**src/rtl/io_channel_bridge_if.sv**
```systemverilog
// -----------------------------------------------------------------------------
// io_channel_bridge_if
// Groups the processor-side and board-side signals of the I/O channel bridge.
//   dev_out       [127:0]  processor data, channel i = [32*i+31:32*i]
//   enter_out     [3:0]    processor request level per channel
//   dev_in        [127:0]  data delivered to the processor
//   enter_in      [3:0]    1-cycle pulse, dev_in slice valid
//   done_out      [3:0]    output-channel acknowledge level
//   ext_in        [127:0]  raw switch values
//   ext_btn       [3:0]    raw asynchronous push-buttons
//   ext_out       [127:0]  display registers
//   ext_out_valid [3:0]    1-cycle strobe when an ext_out slice updates
//   overrun       [3:0]    sticky: a press was lost because the buffer was full
// master: the processor/board side.  slave: the bridge.
// -----------------------------------------------------------------------------
interface io_channel_bridge_if;
    logic [127:0] dev_out;
    logic [3:0]   enter_out;
    logic [127:0] dev_in;
    logic [3:0]   enter_in;
    logic [3:0]   done_out;
    logic [127:0] ext_in;
    logic [3:0]   ext_btn;
    logic [127:0] ext_out;
    logic [3:0]   ext_out_valid;
    logic [3:0]   overrun;

    modport master (
        output dev_out, enter_out, ext_in, ext_btn,
        input  dev_in, enter_in, done_out, ext_out, ext_out_valid, overrun
    );

    modport slave (
        input  dev_out, enter_out, ext_in, ext_btn,
        output dev_in, enter_in, done_out, ext_out, ext_out_valid, overrun
    );
endinterface

```
**src/rtl/io_channel_bridge.sv**
```systemverilog
// -----------------------------------------------------------------------------
// io_channel_bridge
// Connects the processor I/O port to four 32-bit board channels. Each channel
// is either an input channel (switches + push-button, debounced, one-entry
// buffer, request/deliver FSM) or an output channel (display register with a
// modelled acknowledge latency), selected by OUT_MASK.
// Ports:
//   clk    rising-edge clock shared with the processor
//   reset  synchronous, active-high
//   bus    io_channel_bridge_if.slave (processor and board signals)
// Parameters:
//   OUT_MASK   bit i=1: channel i is an output channel
//   DEBOUNCE   cycles the synchronised button must stay high (min 1)
//   ACK_DELAY  cycles from output capture to the start of the ack; 0 = next cycle
// -----------------------------------------------------------------------------
module io_channel_bridge #(
    parameter logic [3:0]  OUT_MASK  = 4'b1100,
    parameter logic [15:0] DEBOUNCE  = 16'd4,
    parameter logic [7:0]  ACK_DELAY = 8'd3
) (
    input  logic              clk,
    input  logic              reset,
    io_channel_bridge_if.slave bus
);

    // Input-channel FSM states
    localparam logic [1:0] ST_IDLE     = 2'd0;
    localparam logic [1:0] ST_DELIVER  = 2'd1;
    localparam logic [1:0] ST_WAIT_REL = 2'd2;

    // Output-channel FSM states
    localparam logic [1:0] ST_O_IDLE   = 2'd0;
    localparam logic [1:0] ST_O_BUSY   = 2'd1;
    localparam logic [1:0] ST_O_ACK    = 2'd2;

    logic [3:0][31:0] w_dev_in;
    logic [3:0][31:0] w_ext_out;
    logic [3:0]       w_enter_in;
    logic [3:0]       w_done_out;
    logic [3:0]       w_ext_out_valid;
    logic [3:0]       w_overrun;

    genvar gi;
    generate
        for (gi = 0; gi < 4; gi = gi + 1) begin : g_ch
            logic [31:0] w_dev_out_sl;
            logic [31:0] w_ext_in_sl;
            logic        w_enter_out;
            logic        w_press;

            // Button path registers
            logic        r_sync1;
            logic        r_sync2;
            logic [15:0] r_db_cnt;

            // Input buffer and request FSM
            logic        r_pending;
            logic [31:0] r_hold;
            logic        r_overrun;
            logic [1:0]  r_in_state;
            logic [31:0] r_dev_in;
            logic        r_enter_in;

            // Output capture and ack FSM
            logic        r_enter_prev;
            logic [1:0]  r_out_state;
            logic [7:0]  r_ack_cnt;
            logic [31:0] r_ext_out;
            logic        r_ext_out_valid;
            logic        r_done;

            assign w_dev_out_sl = bus.dev_out[32*gi +: 32];
            assign w_ext_in_sl  = bus.ext_in[32*gi +: 32];
            assign w_enter_out  = bus.enter_out[gi];

            // One event per press: fires on the cycle the count would reach
            // DEBOUNCE; the counter then saturates until the button is released.
            assign w_press = r_sync2 && (r_db_cnt == (DEBOUNCE - 16'd1));

            // Button synchroniser and debounce counter
            always_ff @(posedge clk) begin
                if (reset) begin
                    r_sync1  <= 1'b0;
                    r_sync2  <= 1'b0;
                    r_db_cnt <= 16'd0;
                end else begin
                    r_sync1 <= bus.ext_btn[gi];
                    r_sync2 <= r_sync1;
                    if (!r_sync2) begin
                        r_db_cnt <= 16'd0;
                    end else if (r_db_cnt != DEBOUNCE) begin
                        r_db_cnt <= r_db_cnt + 16'd1;
                    end else begin
                        r_db_cnt <= r_db_cnt;
                    end
                end
            end

            // Input buffer, overrun flag and request/deliver FSM
            always_ff @(posedge clk) begin
                if (reset) begin
                    r_pending  <= 1'b0;
                    r_hold     <= 32'd0;
                    r_overrun  <= 1'b0;
                    r_in_state <= ST_IDLE;
                    r_dev_in   <= 32'd0;
                    r_enter_in <= 1'b0;
                end else begin
                    r_enter_in <= 1'b0;

                    // Buffer: the oldest press is kept; later ones are dropped.
                    // The entry stays occupied through DELIVER, so a press
                    // landing in that cycle counts as lost.
                    if (w_press && r_pending) begin
                        r_overrun <= 1'b1;
                    end else begin
                        r_overrun <= r_overrun;
                    end

                    if (r_in_state == ST_DELIVER) begin
                        r_pending <= 1'b0;
                    end else if (w_press && !r_pending) begin
                        r_hold    <= w_ext_in_sl;
                        r_pending <= 1'b1;
                    end else begin
                        r_pending <= r_pending;
                    end

                    // dev_in and the pulse are loaded on entry so both are
                    // visible during the single DELIVER cycle.
                    case (r_in_state)
                        ST_IDLE: begin
                            if (w_enter_out && r_pending) begin
                                r_dev_in   <= r_hold;
                                r_enter_in <= 1'b1;
                                r_in_state <= ST_DELIVER;
                            end else begin
                                r_in_state <= ST_IDLE;
                            end
                        end
                        ST_DELIVER: begin
                            r_in_state <= ST_WAIT_REL;
                        end
                        ST_WAIT_REL: begin
                            if (!w_enter_out) begin
                                r_in_state <= ST_IDLE;
                            end else begin
                                r_in_state <= ST_WAIT_REL;
                            end
                        end
                        default: begin
                            r_in_state <= ST_IDLE;
                        end
                    endcase
                end
            end

            // Output capture on request rising edge and delayed acknowledge
            always_ff @(posedge clk) begin
                if (reset) begin
                    r_enter_prev    <= 1'b0;
                    r_out_state     <= ST_O_IDLE;
                    r_ack_cnt       <= 8'd0;
                    r_ext_out       <= 32'd0;
                    r_ext_out_valid <= 1'b0;
                    r_done          <= 1'b0;
                end else begin
                    r_enter_prev    <= w_enter_out;
                    r_ext_out_valid <= 1'b0;
                    case (r_out_state)
                        ST_O_IDLE: begin
                            if (w_enter_out && !r_enter_prev) begin
                                r_ext_out       <= w_dev_out_sl;
                                r_ext_out_valid <= 1'b1;
                                r_ack_cnt       <= ACK_DELAY;
                                r_out_state     <= ST_O_BUSY;
                            end else begin
                                r_out_state <= ST_O_IDLE;
                            end
                        end
                        ST_O_BUSY: begin
                            // Rising edges here are ignored; a dropped request
                            // still receives its ack.
                            if (r_ack_cnt != 8'd0) begin
                                r_ack_cnt <= r_ack_cnt - 8'd1;
                            end else begin
                                r_done      <= 1'b1;
                                r_out_state <= ST_O_ACK;
                            end
                        end
                        ST_O_ACK: begin
                            if (!w_enter_out) begin
                                r_done      <= 1'b0;
                                r_out_state <= ST_O_IDLE;
                            end else begin
                                r_out_state <= ST_O_ACK;
                            end
                        end
                        default: begin
                            r_done      <= 1'b0;
                            r_out_state <= ST_O_IDLE;
                        end
                    endcase
                end
            end

            // Each channel exposes only the outputs that belong to its direction.
            assign w_dev_in[gi]        = OUT_MASK[gi] ? 32'd0 : r_dev_in;
            assign w_enter_in[gi]      = OUT_MASK[gi] ? 1'b0  : r_enter_in;
            assign w_overrun[gi]       = OUT_MASK[gi] ? 1'b0  : r_overrun;
            assign w_ext_out[gi]       = OUT_MASK[gi] ? r_ext_out       : 32'd0;
            assign w_ext_out_valid[gi] = OUT_MASK[gi] ? r_ext_out_valid : 1'b0;
            assign w_done_out[gi]      = OUT_MASK[gi] ? r_done          : 1'b0;
        end
    endgenerate

    assign bus.dev_in        = w_dev_in;
    assign bus.enter_in      = w_enter_in;
    assign bus.overrun       = w_overrun;
    assign bus.ext_out       = w_ext_out;
    assign bus.ext_out_valid = w_ext_out_valid;
    assign bus.done_out      = w_done_out;

endmodule

```
**src/flat_wrapper.sv**
```systemverilog
// flat-port wrapper written by rule: the top's interface ports become plain ports
module io_channel_bridge_flat 
#(
    parameter logic [3:0]  OUT_MASK  = 4'b1100,
    parameter logic [15:0] DEBOUNCE  = 16'd4,
    parameter logic [7:0]  ACK_DELAY = 8'd3
)
  (clk, reset, bus_dev_out, bus_enter_out, bus_ext_in, bus_ext_btn, bus_dev_in, bus_enter_in, bus_done_out, bus_ext_out, bus_ext_out_valid, bus_overrun);
  io_channel_bridge_if bus_i ();
  input  logic clk;
  input  logic reset;
  input wire logic [$bits(bus_i.dev_out)-1:0] bus_dev_out;
  input wire logic [$bits(bus_i.enter_out)-1:0] bus_enter_out;
  input wire logic [$bits(bus_i.ext_in)-1:0] bus_ext_in;
  input wire logic [$bits(bus_i.ext_btn)-1:0] bus_ext_btn;
  output wire logic [$bits(bus_i.dev_in)-1:0] bus_dev_in;
  output wire logic [$bits(bus_i.enter_in)-1:0] bus_enter_in;
  output wire logic [$bits(bus_i.done_out)-1:0] bus_done_out;
  output wire logic [$bits(bus_i.ext_out)-1:0] bus_ext_out;
  output wire logic [$bits(bus_i.ext_out_valid)-1:0] bus_ext_out_valid;
  output wire logic [$bits(bus_i.overrun)-1:0] bus_overrun;
  assign bus_i.dev_out = bus_dev_out;
  assign bus_i.enter_out = bus_enter_out;
  assign bus_i.ext_in = bus_ext_in;
  assign bus_i.ext_btn = bus_ext_btn;
  assign bus_dev_in = bus_i.dev_in;
  assign bus_enter_in = bus_i.enter_in;
  assign bus_done_out = bus_i.done_out;
  assign bus_ext_out = bus_i.ext_out;
  assign bus_ext_out_valid = bus_i.ext_out_valid;
  assign bus_overrun = bus_i.overrun;
  io_channel_bridge #(.OUT_MASK(OUT_MASK), .DEBOUNCE(DEBOUNCE), .ACK_DELAY(ACK_DELAY)) u_core (.clk(clk), .reset(reset), .bus(bus_i));
endmodule
```
**config.mk**
```make
export PLATFORM = sky130hd
export DESIGN_NAME = io_channel_bridge_flat
export DESIGN_NICKNAME = d
export VERILOG_FILES = /design/src/rtl/io_channel_bridge_if.sv /design/src/rtl/io_channel_bridge.sv /design/src/flat_wrapper.sv
export SDC_FILE = /design/constraint.sdc
export NUM_CORES = 1
export LEC_CHECK = 0
export ABC_AREA = 1
export BUFFER_PORTS_ARGS = -buffer_cell sky130_fd_sc_hd__buf_2
export CAP_MARGIN = 30
export CORE_AREA = 2 2 211 213
export DETAILED_ROUTE_END_ITERATION = 10
export DIE_AREA = 0 0 213 215
export GPL_TIMING_DRIVEN = 0
export PLACE_DENSITY = 0.58
export SLEW_MARGIN = 25
export SYNTH_ARGS = -nofsm -noshare
export SYNTH_HDL_FRONTEND = slang
export SYNTH_SLANG_ARGS = --single-unit
```
**constraint.sdc**
```tcl
create_clock -name clk -period 1.79 [get_ports clk]
set_clock_uncertainty 0.05 [all_clocks]
set_input_delay 0.0895 -clock clk [delete_from_list [all_inputs] [get_ports clk]]
set_output_delay 0.0895 -clock clk [all_outputs]
set_load 0.03 [all_outputs]
```
# Word level (Yosys, flattened, before mapping)
# Cells that the tools add are included.
[word_totals]
inputBits = 266
wordCells = 132
register_bits = 264
output_inout_bits = 272
[classes]
bitwise_logic = 8
n_reduce_logical = 40
n_mux = 30
n_addsub = 4
eq_ne = 20
[op_table]
columns = ["cell", "n"]
rows = [
  ["$add 16x1->16 const B", 2],
  ["$eq 16x2->1 const B", 2],
  ["$mux 8", 4],
  ["$ne 16x3->1 const B", 2],
  ["$pmux 8 s2", 2],
  ["$pmux 2 s3", 4],
  ["$reduce_bool 8->1", 2],
  ["$reduce_or 2->1", 8],
  ["$sub 8x1->8 const B", 2],
  ["$mux 1", 12],
  ["$mux 2", 6],
  ["$reduce_and 2->1", 6],
  ["$reduce_and 3->1", 4],
  ["$logic_and 1x1->1", 10],
  ["$eq 2x1->1 const B", 4],
  ["$eq 2x2->1 const B", 4],
  ["$logic_not 2->1", 4],
  ["$ne 2x1->1 const B", 4],
  ["$ne 2x2->1 const B", 4],
  ["$not 1->1", 8],
  ["$pmux 1 s3", 2],
  ["$logic_not 1->1", 4],
  ["$reduce_bool 2->1", 2],
]

# Logic depth before layout (Yosys ltp)
[logic_depth]
ltp_word = 4
mapped_depth = 9

# Worst setup path after synthesis
# No wires, ideal clock.
[synth_path]
path_kind = "register to register"
from = "register u_core.g_ch[0].r_db_cnt[0]"
to = "register u_core.g_ch[0].r_hold[10]"
stages_incl_launch_ff = 8
path_slack_ps = 315
arrival_ps = 1312
setup_time_ps = 113
path_buffers = 1
required_ps = 1627
cell_sequence = "dfxtp_1 -> ha_1 -> nand4_1 -> nor2_2 -> nand3_4 -> buf_2 -> nor2_1 -> nor2_1"
[synth_between]
elab_chain_cells = 4
[synth_lines]
columns = ["element", "line_no", "source"]
rows = [
  ["start, declared", "io_channel_bridge.sv:54", "logic [15:0] r_db_cnt;"],
  ["start signal, assigned", "io_channel_bridge.sv:92", "r_db_cnt <= r_db_cnt + 16'd1;"],
  ["start signal, assigned", "io_channel_bridge.sv:94", "r_db_cnt <= r_db_cnt;"],
  ["$eq 16x2->1", "io_channel_bridge.sv:78", "assign w_press = r_sync2 && (r_db_cnt == (DEBOUNCE - 16'd1));"],
  ["$logic_and 1x1->1", "io_channel_bridge.sv:78", ""],
  ["$logic_and 1x1->1", "io_channel_bridge.sv:122", "end else if (w_press && !r_pending) begin"],
  ["$reduce_and 2->1 (no line)", "-", ""],
  ["end signal, assigned", "io_channel_bridge.sv:123", "r_hold <= w_ext_in_sl;"],
  ["end, declared", "io_channel_bridge.sv:58", "logic [31:0] r_hold;"],
]
# No other way between the ends.
# A chain may end at the register's enable or synchronous reset.

# Worst setup path in the final report
[layout_path]
from = "register u_core.g_ch[0].r_db_cnt[0]"
to = "register u_core.g_ch[0].r_hold[2]"
# Same word-level chain as after synthesis.

==> flow_metrics.tcl <==
set metrics [dict create \
    timing.rr.start "u_core.g_ch[0].r_db_cnt[0]" \
    slew_headroom_pct 49.7 \
    clock.fmax_mhz 607 \
    slew_violations 0 \
    worst_pin_slew_ps 754 \
    layout.nets 2232 \
    rsz0062_at_grt "no" \
    post-route-min-period_ps 1650 \
    synth-edff-count 0 \
    die_h_um 215 \
    slowest_delay_ps 380 \
    power_density_nw_per_um2 898 \
    setup.worst_path.end_class "register" \
    grt_pass1_vias 9760 \
    seq_area_frac_synth_pct 48.1 \
    synth_ff_type "dfxtp_1" \
    ys_top_cells_by_area "dfxtp_1 48%, buf_4 9.9%, nand2_1 7.5%, nor2_1 7.1%, a22o_1 5.1%" \
    cap_viol_max_count 0 \
    fin_hold_ws_ps 33.6 \
    routed_wl_um 31000 \
    crit_path_max_fanout 10 \
    synthArstFlopShare_pct 0 \
    crit_arrival_ps 2050 \
    drt_iter0_drc 511 \
    drc 0 \
    critPathCapture "u_core.g_ch[0].r_hold[2]" \
    synth_top_area_share_pct 48.1 \
    peakVddDrop_v 0.000568 \
    place_congestion 0.799 \
    tritoncts "built" \
    netlist_area_um2 11000 \
    viasPerCell 3.95 \
    syn_inst 1383 \
    tns_ps 0 \
    worstHoldPathType "input port to register" \
    grt-ovfl-total 0 \
    dr.pass1.iters 5 \
    drt.antenna.violating_nets 0 \
    clk_pin_slew_ps 60 \
    initial_core_util_pct 25.2 \
    cp-start-kind "register" \
    setup_viol 0 \
    cp_slowest_cell "dfxtp_2" \
    cp-startpoint "u_core.g_ch[0].r_db_cnt[0]" \
    cts_sinks 264 \
    synth_common_cells "264 x dfxtp_1, 219 x nand2_1, 209 x nor2_1, 145 x buf_4, 122 x inv_1" \
    post-synth-top-count-cell "dfxtp_1" \
    drive_gt1_share_pct 27.4 \
    rows 77 \
    yosysWarnings 0 \
    hold_viol 0 \
    cts_buffer_depth 3 \
    r2r_end "u_core.g_ch[0].r_hold[2]" \
    grt_max_degree 16 \
    min_from "reset" \
    die_w_um 213 \
    fin_crit_sh_pct 92.0 \
    wire_per_inst_um 12.1 \
    cp_cell_sequence "ha_4 > nand4_1 > nor2_4 > nand3_4 > buf_4 > nor2_1 > nor2_1" \
    yosysUniqueCellTypes 33 \
    htree_levels 1 \
    worstRegToRegCells 7 \
    fp.coreArea_um2 43600 \
    ys_ff_latch 264 \
    yosys.area.top_type "dfxtp_1" \
    grt_pass1_wl_um 49000 \
    ios 538 \
    syn_avg_cell_area_um2 7.94 \
    status "finished clean" \
    hpwl_um 21200 \
    grt_use_total_pct 13.0 \
    critical_path_required_ps 2190 \
    num_vias 10200 \
    pre_cts_ws_ps -134 \
    reg2reg_slack_ps 140 \
    path_class "register to register" \
    antenna_found_initial 1 \
    cts-root-buf "clkbuf_16" \
    num_antenna_cells 0 \
    fin_ws_ps 143 \
    syn_to_final_growth_pct 45.6 \
    portBuffers 270 \
    cts_buffers 31 \
    p_leak_nw 7.93 \
    clock_latency_ps 560 \
    crit_top_cell "nor2_1" \
    dieArea_um2 45800 \
]
-- cell families (layout without fill, tap and decap cells) --
family	Yosys count	after routing	synth area share (%)
AO/OA/AOI/OAI	265	265	14.7
XOR/XNOR	7	7	0.558
adder cells (fa/ha/maj)	8	8	0.911
buffers and inverters	337	799	17.1
flip-flops	264	264	48.1
other	1	136	0.0341
AND/OR/NAND/NOR	501	502	18.6
-- layout by cell type (no fill, tap or decap), drive strengths merged, types with 12 or more instances in the layout --
master,n
dfxtp,264
o21ai,82
inv,140
buf,450
nor2,217
nand4,12
clkbuf,64
dlygate4sd3,135
a21oi,111
nand2,221
conb,136
a22o,64
nand3,39
-- timing repair --
item	in CTS	in global routing
pin swaps	1	2
endpoints found under the hold margin	145	0
endpoints found under the setup margin	29	78
hold buffers	135	0
buffers inserted	0	1
gates cloned	1	0
resized for setup	4	19
-- per-stage QoR --
stage | area [um2] | instances | util [%] | total power [mW]
2_1_floorplan | 11500 | 1518 | - | 7.72
3_3_place_gp | 13600 | 2380 | 31.1 | 8.16
3_5_place_dp | 13600 | 2380 | 31.1 | 8.17
4_1_cts | 15900 | 2572 | 36.5 | 14.5
5_1_grt | 16000 | 2573 | 36.7 | 15.0
6_report | 16000 | 2573 | 36.7 | 14.4
-- state kept, by name, summed over array words and instances (netlist names) --
name and count:
u_core.g_ch.r_dev_in 64, u_core.g_ch.r_out_state 4, u_core.g_ch.r_sync1 2, u_core.g_ch.r_ext_out_valid 2
u_core.g_ch.r_db_cnt 32, u_core.g_ch.r_ext_out 64, u_core.g_ch.r_overrun 2, u_core.g_ch.r_hold 64
u_core.g_ch.r_pending 2, u_core.g_ch.r_enter_prev 2, u_core.g_ch.r_sync2 2, u_core.g_ch.r_enter_in 2
u_core.g_ch.r_done 2, u_core.g_ch.r_in_state 4, u_core.g_ch.r_ack_cnt 16
-- critical path: cells and delay by family, from the launching register on --
kind / cells / cell delay, ps
flops: 1 / 380
fa+ha+maj: 1 / 170
buf+inv: 1 / 230
simple gates: 5 / 700
-- layout make-up --
cell class / instances / area, um2
Multi-Input combinational cell: 918 / 4370
Inverter: 137 / 519
Clock buffer: 43 / 861
Sequential cell: 264 / 5290
Tap cell: 592 / 741
Fill cell: 4532 / 27600
Timing Repair Buffer: 406 / 2720
Buffer: 200 / 1370
Clock inverter: 13 / 115
-- where the power goes --
part           switching, mW  leakage [nW]  internal, mW
Combinational           1.28          5.30         0.852
Sequential             0.102          2.14          6.06
Clock                   2.56         0.480          3.51
-- per-layer routing --
layer | up-vias | global-route usage [%] | part of all wire, %
met2 | 295 | 22.1 | 48
met3 | 49 | 3.55 | 7.6
met4 | 2 | 3.50 | 2.0
met1 | 4534 | 15.9 | 43
li1 | 5291 | - | -
met5 | - | 0 | 0.042
-- worst min path at each step --
stage	endpoint	slack, ps	depth (start not counted)
6_report	u_core.g_ch[2].r_ack_cnt[2]	30	4
5_1_grt	u_core.g_ch[2].r_ack_cnt[2]	30	4
4_1_cts	u_core.g_ch[2].r_ack_cnt[2]	20	4
3_5_place_dp	u_core.g_ch[1].r_sync1	260	3
3_3_place_gp	u_core.g_ch[0].r_sync1	250	3
2_1_floorplan	u_core.g_ch[0].r_sync1	150	2
Note: power is estimated with default switching activity, not from simulation.
